[config.mk]
export PLATFORM = sky130hd
export DESIGN_NAME = jtag_cmd_sequencer
export DESIGN_NICKNAME = d
export VERILOG_FILES = /design/src/rtl/jtag_cmd_sequencer.sv
export SDC_FILE = /design/constraint.sdc
export NUM_CORES = 1
export LEC_CHECK = 0
export CAP_MARGIN = 20
export CORE_UTILIZATION = 45
export DETAILED_ROUTE_END_ITERATION = 6
export PLACE_DENSITY = 0.86
export SYNTH_ARGS = -nofsm -noshare
export SYNTH_HDL_FRONTEND = slang
export SYNTH_SLANG_ARGS = --single-unit
[constraint.sdc]
create_clock -name clk -period 4 [get_ports clk]
set_input_delay 0.8 -clock clk [delete_from_list [all_inputs] [get_ports clk]]
set_output_delay 0.8 -clock clk [all_outputs]
set_load 0.01 [all_outputs]
[src/rtl/jtag_cmd_sequencer.sv]
// Command sequencer driving a Wishbone-attached JTAG master.
// Turns clock/control/shift/status commands into register-level bus cycles.
module jtag_cmd_sequencer #(
  parameter logic [29:0] BASE_ADR   = 30'h0,
  parameter int unsigned POLL_LIMIT = 1023
) (
  input  logic        clk,
  input  logic        rst,
  input  logic        cmd_valid,
  output logic        cmd_ready,
  input  logic [1:0]  cmd_op,
  input  logic [31:0] cmd_data,
  output logic        rsp_valid,
  input  logic        rsp_ready,
  output logic [23:0] rsp_data,
  output logic        rsp_err,
  output logic [29:0] wbm_adr_o,
  output logic [31:0] wbm_dat_o,
  output logic [3:0]  wbm_sel_o,
  output logic        wbm_cyc_o,
  output logic        wbm_stb_o,
  output logic        wbm_we_o,
  input  logic [31:0] wbm_dat_i,
  input  logic        wbm_ack_i,
  output logic        busy_o
);

  typedef enum logic [2:0] {
    IDLE, WRITE, GAP, POLL, READ, RESP
  } state_t;

  localparam logic [1:0]  OP_SHIFT = 2'd2;
  localparam logic [1:0]  OP_STAT  = 2'd3;
  localparam logic [29:0] ADR_SH   = BASE_ADR + 30'd8;
  localparam logic [29:0] ADR_ST   = BASE_ADR + 30'd12;
  localparam logic [10:0] POLL_MAX = 11'(POLL_LIMIT);

  state_t      state, state_nxt;
  logic [1:0]  op_q;
  logic [31:0] data_q;
  logic [10:0] poll_cnt;
  logic        gap_read;
  logic [23:0] rsp_data_q;
  logic        rsp_err_q;

  logic accept, st_busy, timeout, poll_ack;
  logic unused_dat;

  assign accept     = cmd_valid & cmd_ready;
  assign st_busy    = wbm_dat_i[0];
  assign timeout    = (poll_cnt + 11'd1) >= POLL_MAX;
  assign poll_ack   = (state == POLL) & wbm_ack_i;
  assign unused_dat = ^wbm_dat_i[7:2];

  always_ff @(posedge clk or posedge rst) begin
    if (rst) state <= IDLE;
    else     state <= state_nxt;
  end

  always_comb begin
    state_nxt = state;
    unique case (state)
      IDLE:
        if (accept)
          state_nxt = (cmd_op == OP_STAT) ? POLL : WRITE;
      WRITE:
        if (wbm_ack_i)
          state_nxt = (op_q == OP_SHIFT) ? GAP : IDLE;
      GAP:
        state_nxt = gap_read ? READ : POLL;
      POLL:
        if (wbm_ack_i) begin
          if (op_q != OP_SHIFT)     state_nxt = RESP;
          else if (!st_busy)        state_nxt = GAP;
          else if (timeout)         state_nxt = RESP;
          else                      state_nxt = GAP;
        end
      READ:
        if (wbm_ack_i) state_nxt = RESP;
      RESP:
        if (rsp_ready) state_nxt = IDLE;
      default:
        state_nxt = IDLE;
    endcase
  end

  // gap_read steers GAP toward the SHIFT read once STATUS reports idle
  always_ff @(posedge clk or posedge rst) begin
    if (rst) begin
      op_q       <= '0;
      data_q     <= '0;
      poll_cnt   <= '0;
      gap_read   <= 1'b0;
      rsp_data_q <= '0;
      rsp_err_q  <= 1'b0;
    end else begin
      if (accept) begin
        op_q     <= cmd_op;
        data_q   <= cmd_data;
        gap_read <= 1'b0;
        if (cmd_op == OP_SHIFT) poll_cnt <= '0;
      end
      if (poll_ack) begin
        if (op_q == OP_STAT) begin
          rsp_data_q <= {22'h0, wbm_dat_i[1:0]};
          rsp_err_q  <= 1'b0;
        end else begin
          poll_cnt <= poll_cnt + 11'd1;
          gap_read <= ~st_busy;
          if (st_busy && timeout) begin
            rsp_data_q <= '0;
            rsp_err_q  <= 1'b1;
          end
        end
      end
      if (state == READ && wbm_ack_i) begin
        rsp_data_q <= wbm_dat_i[31:8];
        rsp_err_q  <= 1'b0;
      end
    end
  end

  always_comb begin
    wbm_cyc_o = 1'b0;
    wbm_we_o  = 1'b0;
    wbm_adr_o = '0;
    wbm_dat_o = '0;
    unique case (state)
      WRITE: begin
        wbm_cyc_o = 1'b1;
        wbm_we_o  = 1'b1;
        wbm_adr_o = BASE_ADR + {26'h0, op_q, 2'b00};
        wbm_dat_o = data_q;
      end
      POLL: begin
        wbm_cyc_o = 1'b1;
        wbm_adr_o = ADR_ST;
      end
      READ: begin
        wbm_cyc_o = 1'b1;
        wbm_adr_o = ADR_SH;
      end
      default: ;
    endcase
  end

  assign wbm_stb_o = wbm_cyc_o;
  assign wbm_sel_o = 4'hF;
  assign cmd_ready = (state == IDLE);
  assign rsp_valid = (state == RESP);
  assign busy_o    = (state != IDLE);
  assign rsp_data  = rsp_data_q;
  assign rsp_err   = rsp_err_q;

endmodule

-- Word-level counts from Yosys, hierarchy flattened
Index checks and enable logic that the tools add are counted.
- $add $sub $neg: 1
- multipliers: 0
- div/mod/pow operators: 0
- magnitude comparators: 1
- equality and inequality tests: 15
- shift-type cells: 0
- muxes and demuxes: 31
- bitwise operators: 3
- reductions and logical operators: 9
- operators with widths (operator ; count):
    $mux 24 ; 4
    $mux 11 ; 4
    $mux 32 ; 1
    $mux 3 ; 9
    $pmux 3 s6 ; 1
    $pmux 4 s3 ; 1
    $add 11x1->11 const B ; 1
    $ge 11x10->1 const B ; 1
    $mux 1 ; 9
    $eq 2x2->1 const B ; 4
    $ne 2x2->1 const B ; 4
    $eq 3x2->1 const B ; 2
    $eq 3x3->1 const B ; 2
    $reduce_bool 3->1 ; 2
    $reduce_and 5->1 ; 1
    $mux 2 ; 2
    $ne 2x1->1 const B ; 2
    $eq 3x1->1 const B ; 1
    $logic_not 3->1 ; 1
    $reduce_or 3->1 ; 1
    $and 1x1->1 ; 2
    $logic_and 1x1->1 ; 2
    $reduce_and 2->1 ; 1
    $reduce_bool 2->1 ; 1
    $not 1->1 ; 1
- register bits: 74
- latch bits: 0
- memory bits (writable): 0
- memory bits (read-only): 0
- output and inout bits: 97
- logic and storage cells: 67
- memories: 0

-- Logic depth before layout (Yosys ltp)
Gate-level depths: netlist of the first run.
- word-level depth: 7
- depth in mapped cells: 9
- depth with buffers taken out: 8

-- Worst setup path before layout of the first run
OpenSTA, ideal clock, no wires.
- path kind: reg2reg
- start point: register poll_cnt[0]
- end point: register rsp_data_q[10] (netlist: rsp_data[10])
- arrival: 2.323 ns
- required time: 3.879 ns
- setup slack: 1.556 ns
- stages on the path, launching flop included: 9
- path buffers: 1
- clock period less this slack: 2.444 ns
- cells stage by stage: dfrtp_1 > ha_1 > nand3_2 > or3_1 > a2111o_1 > o32a_1 > o21a_4 > buf_6 > a22o_1
- cells in the longest elaborated chain, start to end: 5
- ends and longest elaborated chain (item ; line ; RTL):
    start, declared ; 41 ; logic [10:0] poll_cnt;
    start signal, assigned ; 108 ; poll_cnt <= poll_cnt + 11'd1;
    $add 11x1->11 ; 51 ; assign timeout = (poll_cnt + 11'd1) >= POLL_MAX;
    $ge 11x10->1 ; 51 ;
    $logic_and 1x1->1 ; 110 ; if (st_busy && timeout) begin
    $reduce_bool 3->1 (no source line) ; n/a ;
    $reduce_and 2->1 (no source line) ; n/a ;
    end signal, assigned ; 105 ; rsp_data_q <= {22'h0, wbm_dat_i[1:0]};
    end signal, assigned ; 117 ; rsp_data_q <= wbm_dat_i[31:8];
    end, declared ; 43 ; logic [23:0] rsp_data_q;
Every way passes these cells.
A chain may end at the register's enable or synchronous reset.

-- Worst setup path in the final report of the first run
- start point: register state[0]
- end point: output port wbm_dat_o[31]
- cells in the longest elaborated chain, start to end: 2
- ends and longest elaborated chain (item ; line ; RTL):
    start, declared ; 38 ; state_t state, state_nxt;
    start signal, assigned ; 57 ; else state <= state_nxt;
    $eq 3x1->1 ; 128 ; unique case (state)
    $mux 32 ; 128 ;
    end, declared ; 18 ; output logic [31:0] wbm_dat_o,
Every way passes these cells.

==> key figures, run 1 <==
Pwr
  – Pwr dens: 717.2 mW/mm²
  – Lkg Pwr: 0.002238 µW
  – Max VDD drop: 0.0005223 V

Layout
  – Ant. Diodes: 0
  – Design area: 0.005167 mm²
  – Nets: 539
  – Synthesis-to-finish area growth: 39.10%
  – Share of layout cells above drive strength 1: 0.1215

Place
  – DP Area: 0.004940 mm²
  – I/O Buffers: 129
  – DP Wirelength: 6313 µm
  – Routability congestion estimate: 0.9130

Die
  – I/O pin count: 168
  – Die Span X: 92.86 µm
  – Placeable core area: 0.007848 mm²
  – Starting Density: 0.4734
  – Die H: 92.86 µm
  – FP Rows: 32
  – Die Area: 0.008622 mm²

Setup path
  – Capture point of the worst reg-to-reg path: rsp_data[0]$_DFFE_PP0P_
  – Crit path DAT: 2.36 ns
  – Worst path bufs/invs: 2
  – R2r setup slk: 1.20 ns
  – Delay of the slowest cell on the worst path: 0.56 ns
  – CP max FO: 33
  – Crit Path Class: register to primary output
  – Critical path startpoint category: register
  – Worst Setup SP: state[0]$_DFFE_PP0P_
  – Critical Path Sink Type: primary output
  – Worst Reg2Reg Path Length in Cells: 7
  – CP max stage cell: dfrtp_1
  – CP Cell Sequence: nand2b_1 -> nor2_1 -> buf_4 -> and2_1 -> clkdlybuf4s50_1
  – Crit-path leading delay family: buffers and inverters
  – Reg2reg start: poll_cnt[0]$_DFF_PP0_
  – Data required, critical path: 3.20 ns

Clocking
  – Hold buffers post-CTS: 0
  – # H-tree levels: 3
  – TritonCTS Buffers: 9
  – Max Root-Sink Buffers: 2
  – CTS tree: done
  – Reg clk slew, reported paths: 0.07 ns
  – Root Buffer Master: clkbuf_8
  – Clock latency on the worst-skew pair: 0.34 ns
  – Post-CTS setup buffer count: 0
  – PostCTS Resize Cnt: 0
  – CTS Sinks: 74

Global route
  – Largest net degree at the start of global routing: 37
  – Global-route wire length before repair: 14410 µm
  – Number of global-route vias before repair: 3050
  – Total GRT Usage: 0.2145
  – Antenna violations before repair: 0
  – Gr ovfl total: 0

Synth
  – Cells after Synth: 344
  – Synth top area cells: dfrtp_1 50%, mux2_2 10%, buf_4 6.7%
  – Top FF cell, synth: dfrtp_1
  – Syn Area/Cell: 10.80 µm²
  – Number of flops mapped to enable cells by yosys: 0
  – Synth cell types: 46
  – Area share of the largest cell type after synthesis: 0.4985
  – Synth cell count leaders: 74 x dfrtp_1, 36 x and2_1, 33 x buf_4, 33 x mux2_2, 23 x o21ai_0
  – Synth area leader: dfrtp_1
  – Most common cell in the netlist: dfrtp_1
  – Yosys warns: 0
  – Seq/Total Area, Yosys: 0.4985
  – Asr flop ratio synth: 1.000
  – FF+latch count, synth: 74
  – Post-Syn Area: 0.003715 mm²

Hold path
  – Hold Crit Class: register to register
  – Worst Hold End: rsp_data[9]$_DFFE_PP0P_
  – Hold Startpoint: rsp_data[9]$_DFFE_PP0P_
  – Worst hold stages: 1

Route
  – Antenna-violating nets left: 0
  – Starting DRC count in detailed routing: 196
  – Residual DRC: 0
  – Final wirelength: 8787 µm
  – First-pass DRT Iterations: 4
  – Routed WL per cell: 15.39 µm
  – DR vias: 2974
  – Vias/cell: 5.208

STA
  – Final period utilization: 0.7907
  – Final Skew: 0.01241 ns
  – Final Hold Viols: 0
  – Final Critical Period: 3.163 ns
  – RSZ-0062 raised after global routing: no
  – Final Setup Violations: 0
  – Worst Max-Slew Pin Slew: 0.9314 ns
  – Pins Over Slew Limit: 0
  – Relative slew slack: 0.3790
  – Post-route setup TNS: 0 ns
  – Max Clock Freq: 316.2 MHz

Run
  – Max_cap viols: 0

Outcome
  – Status: finished, final reports clean
## power by group
group	internal [µW]	leakage, µW	switching, µW	total (µW)
registers	1040	0.000933	187	1230
clock network	409	0.000116	275	683
logic	1050	0.00119	746	1790
## registers in the layout, summed over array words and instances (netlist names)
| signal | count |
|---|---|
| data_q | 32 |
| rsp_data | 24 |
| poll_cnt | 11 |
| state | 3 |
| op_q | 2 |
| gap_read | 1 |
| rsp_err | 1 |
## area by class of cell
type	count	area (µm²)
fillers	622	2680
flip-flops and latches	74	1852
multi-input cells	239	1605
repair buffers	133	1321
well taps	102	127.6
clock buffers	9	123.9
clock inverters	5	103.9
inverters	9	33.78
## cells by family after synthesis
| kind of cell | count (synthesis) | synth area share |
|---|---|---|
| and+or+nand+nor | 94 | 0.1367 |
| DFF | 74 | 0.4985 |
| AOI/OAI and AO/OA | 70 | 0.1334 |
| buffers and inverters | 61 | 0.09970 |
| muxes | 37 | 0.1135 |
| xor gates and xnor gates | 4 | 0.009433 |
| adders and majority gates | 2 | 0.006735 |
| other | 2 | 0.002022 |
## worst max-delay path by stage
| stage | to | depth (start not counted) |
|---|---|---|
| 4_1_cts | wbm_dat_o[31] | 5 |
| 5_1_grt | wbm_dat_o[23] | 5 |
| 3_5_place_dp | rsp_data[1]$_DFFE_PP0P_ | 4 |
| 2_1_floorplan | data_q[0]$_DFFE_PP0P_ | 1 |
| 6_report | wbm_dat_o[31] | 5 |
| 3_3_place_gp | rsp_data[1]$_DFFE_PP0P_ | 6 |
## worst register-to-register path, delay by kind of cell (launching register included)
| kind | cells | cell delay, ns |
|---|---|---|
| compound gates | 3 | 1.08 |
| simple gates | 2 | 0.52 |
| flops | 1 | 0.43 |
| mux | 1 | 0.33 |
| fa+ha+maj | 1 | 0.32 |
## through the flow
stage          utilization  std cells  total power (µW)  setup WS, ns  hold WS, ns
6_report            0.6585        571              3706        0.8374       0.4980
5_1_grt             0.6585        571              3946        0.6389       0.5126
4_1_cts             0.6585        571              3745        0.8249       0.5044
3_5_place_dp        0.6295        557              3040         1.118       0.4841
3_3_place_gp        0.6295        557              2997         1.155       0.4812
2_1_floorplan            -        374              2184         1.318       0.4712
## cells in the final DEF (no fill, tap or decap), types with 2 or more instances in the layout
cell type / synthesis / routed
nor3_1: 5 / 5
nand3_1: 5 / 5
clkdlybuf4s50_1: 0 / 129
conb_1: 2 / 32
or3_1: 2 / 2
inv_1: 9 / 8
nand2b_1: 3 / 3
mux2i_1: 2 / 2
nor2b_1: 3 / 3
a21oi_1: 6 / 6
nor2_1: 17 / 17
a22o_1: 22 / 22
bufinv_16: 0 / 3
ha_1: 2 / 2
buf_4: 33 / 4
mux2_2: 33 / 33
clkbuf_8: 0 / 9
mux2_4: 2 / 2
xnor2_1: 3 / 3
dfrtp_1: 74 / 74
nand2_1: 15 / 15
and2_1: 36 / 36
o31ai_1: 3 / 3
and3_1: 2 / 2
a31oi_1: 4 / 4
o21ai_0: 23 / 23
## routing by layer
layer,global-route usage,part of all wire,vias to the layer above
met5,0,0,-
met4,0.09487,0.020,0
met3,0.08456,0.10,16
met2,0.3290,0.48,154
met1,0.2666,0.40,1428
li1,-,-,1376
Power figures use the tool's default switching activity.
==> run 2: changes to the inputs <==
--- a/config.mk
+++ b/config.mk
@@ -6,9 +6,9 @@
 export NUM_CORES = 1
 export LEC_CHECK = 0
 export CAP_MARGIN = 20
-export CORE_UTILIZATION = 45
+export CORE_UTILIZATION = 42
 export DETAILED_ROUTE_END_ITERATION = 6
-export PLACE_DENSITY = 0.86
+export PLACE_DENSITY = 0.81
 export SYNTH_ARGS = -nofsm -noshare
 export SYNTH_HDL_FRONTEND = slang
 export SYNTH_SLANG_ARGS = --single-unit
==> constraint.sdc (replaced) <==
create_clock -name clk -period 3.2 [get_ports clk]
set_input_delay 0.64 -clock clk [delete_from_list [all_inputs] [get_ports clk]]
set_output_delay 0.64 -clock clk [all_outputs]
set_load 0.01 [all_outputs]
==> key figures, run 2 (synthesis gave the netlist of run 1 again) <==
Outcome
  – Status: finished, final reports clean

Die
  – I/O pin count: 168
  – Die H: 96.05 µm
  – Die Span X: 96.05 µm
  – Placeable core area: 0.008382 mm²
  – Starting Density: 0.4432
  – Die Area: 0.009225 mm²
  – FP Rows: 33

STA
  – Worst Max-Slew Pin Slew: 0.9449 ns
  – Final Critical Period: 2.928 ns
  – RSZ-0062 raised after global routing: no
  – Final Hold Viols: 0
  – Final Setup Violations: 0
  – Pins Over Slew Limit: 0
  – Final Skew: 0.01056 ns
  – Worst hold slack: 0.4988 ns
  – Final worst slack: 0.2725 ns
  – Final period utilization: 0.9149
  – Post-route setup TNS: 0 ns
  – Max Clock Freq: 341.6 MHz
  – Relative slew slack: 0.3671

Pwr
  – Lkg Pwr: 0.002260 µW
  – Max VDD drop: 0.0005818 V
  – Pwr dens: 906.0 mW/mm²

Place
  – Post-place setup slack: 0.4641 ns
  – DP Wirelength: 6322 µm
  – I/O Buffers: 129
  – Placed Cells incl. Taps: 563
  – Routability congestion estimate: 0.7972

Setup path
  – Data required, critical path: 2.56 ns
  – Crit Path Class: register to primary output
  – Crit path DAT: 2.29 ns
  – Critical Path Sink Type: primary output
  – R2r setup slk: 0.45 ns
  – Critical path startpoint category: register
  – CP max FO: 33

Layout
  – Most common cell after layout, fill and taps aside: clkdlybuf4s50_1
  – Synthesis-to-finish area growth: 40.55%
  – Fin cells: 578
  – Share of layout cells above drive strength 1: 0.1268
  – Max FFs per register: 32
  – Ant. Diodes: 0
  – Nets: 542
  – Commonest cells after routing, fill and taps aside: 129 x clkdlybuf4s50_1, 74 x dfrtp_1, 36 x and2_1, 33 x mux2_2, 32 x conb_1
  – Top reg by flops: data_q

Clocking
  – Post-CTS setup buffer count: 0
  – CTS tree: done
  – Max Root-Sink Buffers: 2
  – Root Buffer Master: clkbuf_8
  – Hold buffers post-CTS: 0
  – Clock latency on the worst-skew pair: 0.35 ns
  – CTS Sinks: 74
  – PostCTS Resize Cnt: 0
  – Reg clk slew, reported paths: 0.07 ns
  – TritonCTS Buffers: 9
  – # H-tree levels: 3

Route
  – Wire length on met1: 3574 µm
  – First-pass DRT Iterations: 4
  – Antenna-violating nets left: 0
  – Top routing layer used: met4
  – DR WL met2: 4097 µm
  – Residual DRC: 0
  – DR vias: 2931
  – Final wirelength: 8718 µm
  – Routed WL per cell: 15.08 µm
  – Vias/cell: 5.071
  – Met3 Wirelength: 937 µm
  – Starting DRC count in detailed routing: 165

Global route
  – Number of global-route vias before repair: 2856
  – Gr ovfl total: 0
  – Total GRT Usage: 0.1986
  – Global-route wire length before repair: 13940 µm
  – Largest net degree at the start of global routing: 34
  – Antenna violations before repair: 0

Run
  – Max_cap viols: 0

Hold path
  – Hold Crit Class: register to register
-- run 2: changes by cell type in the layout (fill, tap and decap cells not counted) --
cell | before | now
buf_4 | 4 | 7
bufinv_16 | 3 | 4
clkinv_2 | 1 | 0
inv_6 | 1 | 0
clkinvlp_4 | 0 | 1
clkbuf_1 | 0 | 1
-- run 2: cell type report --
type / count / area [µm²]
clock inverters: 5 / 127.6
flip-flops and latches: 74 / 1852
clock buffers: 10 / 127.6
repair buffers: 136 / 1344
fillers: 666 / 3161
well taps: 105 / 131.4
multi-input cells: 239 / 1605
inverters: 9 / 33.78
-- run 2: final timing paths --
path,start,to,cells after the start
max,state[2]$_DFFE_PP0P_,wbm_dat_o[29],5
min,rsp_data[17]$_DFFE_PP0P_,rsp_data[17]$_DFFE_PP0P_,1
max reg2reg,poll_cnt[0]$_DFF_PP0_,rsp_data[1]$_DFFE_PP0P_,7
min reg2reg,rsp_data[17]$_DFFE_PP0P_,rsp_data[17]$_DFFE_PP0P_,1
max in group asynchronous,rst,poll_cnt[1]$_DFF_PP0_,3
min in group asynchronous,rst,data_q[12]$_DFFE_PP0P_,2
-- run 2: worst max-delay path: stages, from the launching register on --
cell             delay, ns
dfrtp_1               0.47
nand2b_1              0.28
nor2_1                0.17
buf_4                 0.30
and2_1                0.18
clkdlybuf4s50_1       0.54
-- run 2: metrics by stage --
step,instance area [µm²],total power [µW],util
after global routing,5221,5034,0.6229
final,5221,4730,0.6229
after floorplan,3827,2730,-
after global placement,4966,3754,0.5925
after detailed placement,4966,3815,0.5925
after CTS,5221,4774,0.6229
-- run 2: layer usage --
| metal | vias up | track usage |
|---|---|---|
| li1 | 1374 | - |
| met1 | 1404 | 0.2457 |
| met2 | 141 | 0.3056 |
| met3 | 12 | 0.08847 |
| met4 | 0 | 0.07338 |
| met5 | - | 0 |
-- run 2: report_power, final --
part | total, µW | internal [µW] | switching (µW) | leakage [µW]
Combinational | 2280 | 1330 | 950 | 0.00120
Sequential | 1520 | 1300 | 220 | 0.000933
Clock | 933 | 593 | 340 | 0.000123
Total | 4730 | 3220 | 1510 | 0.00226
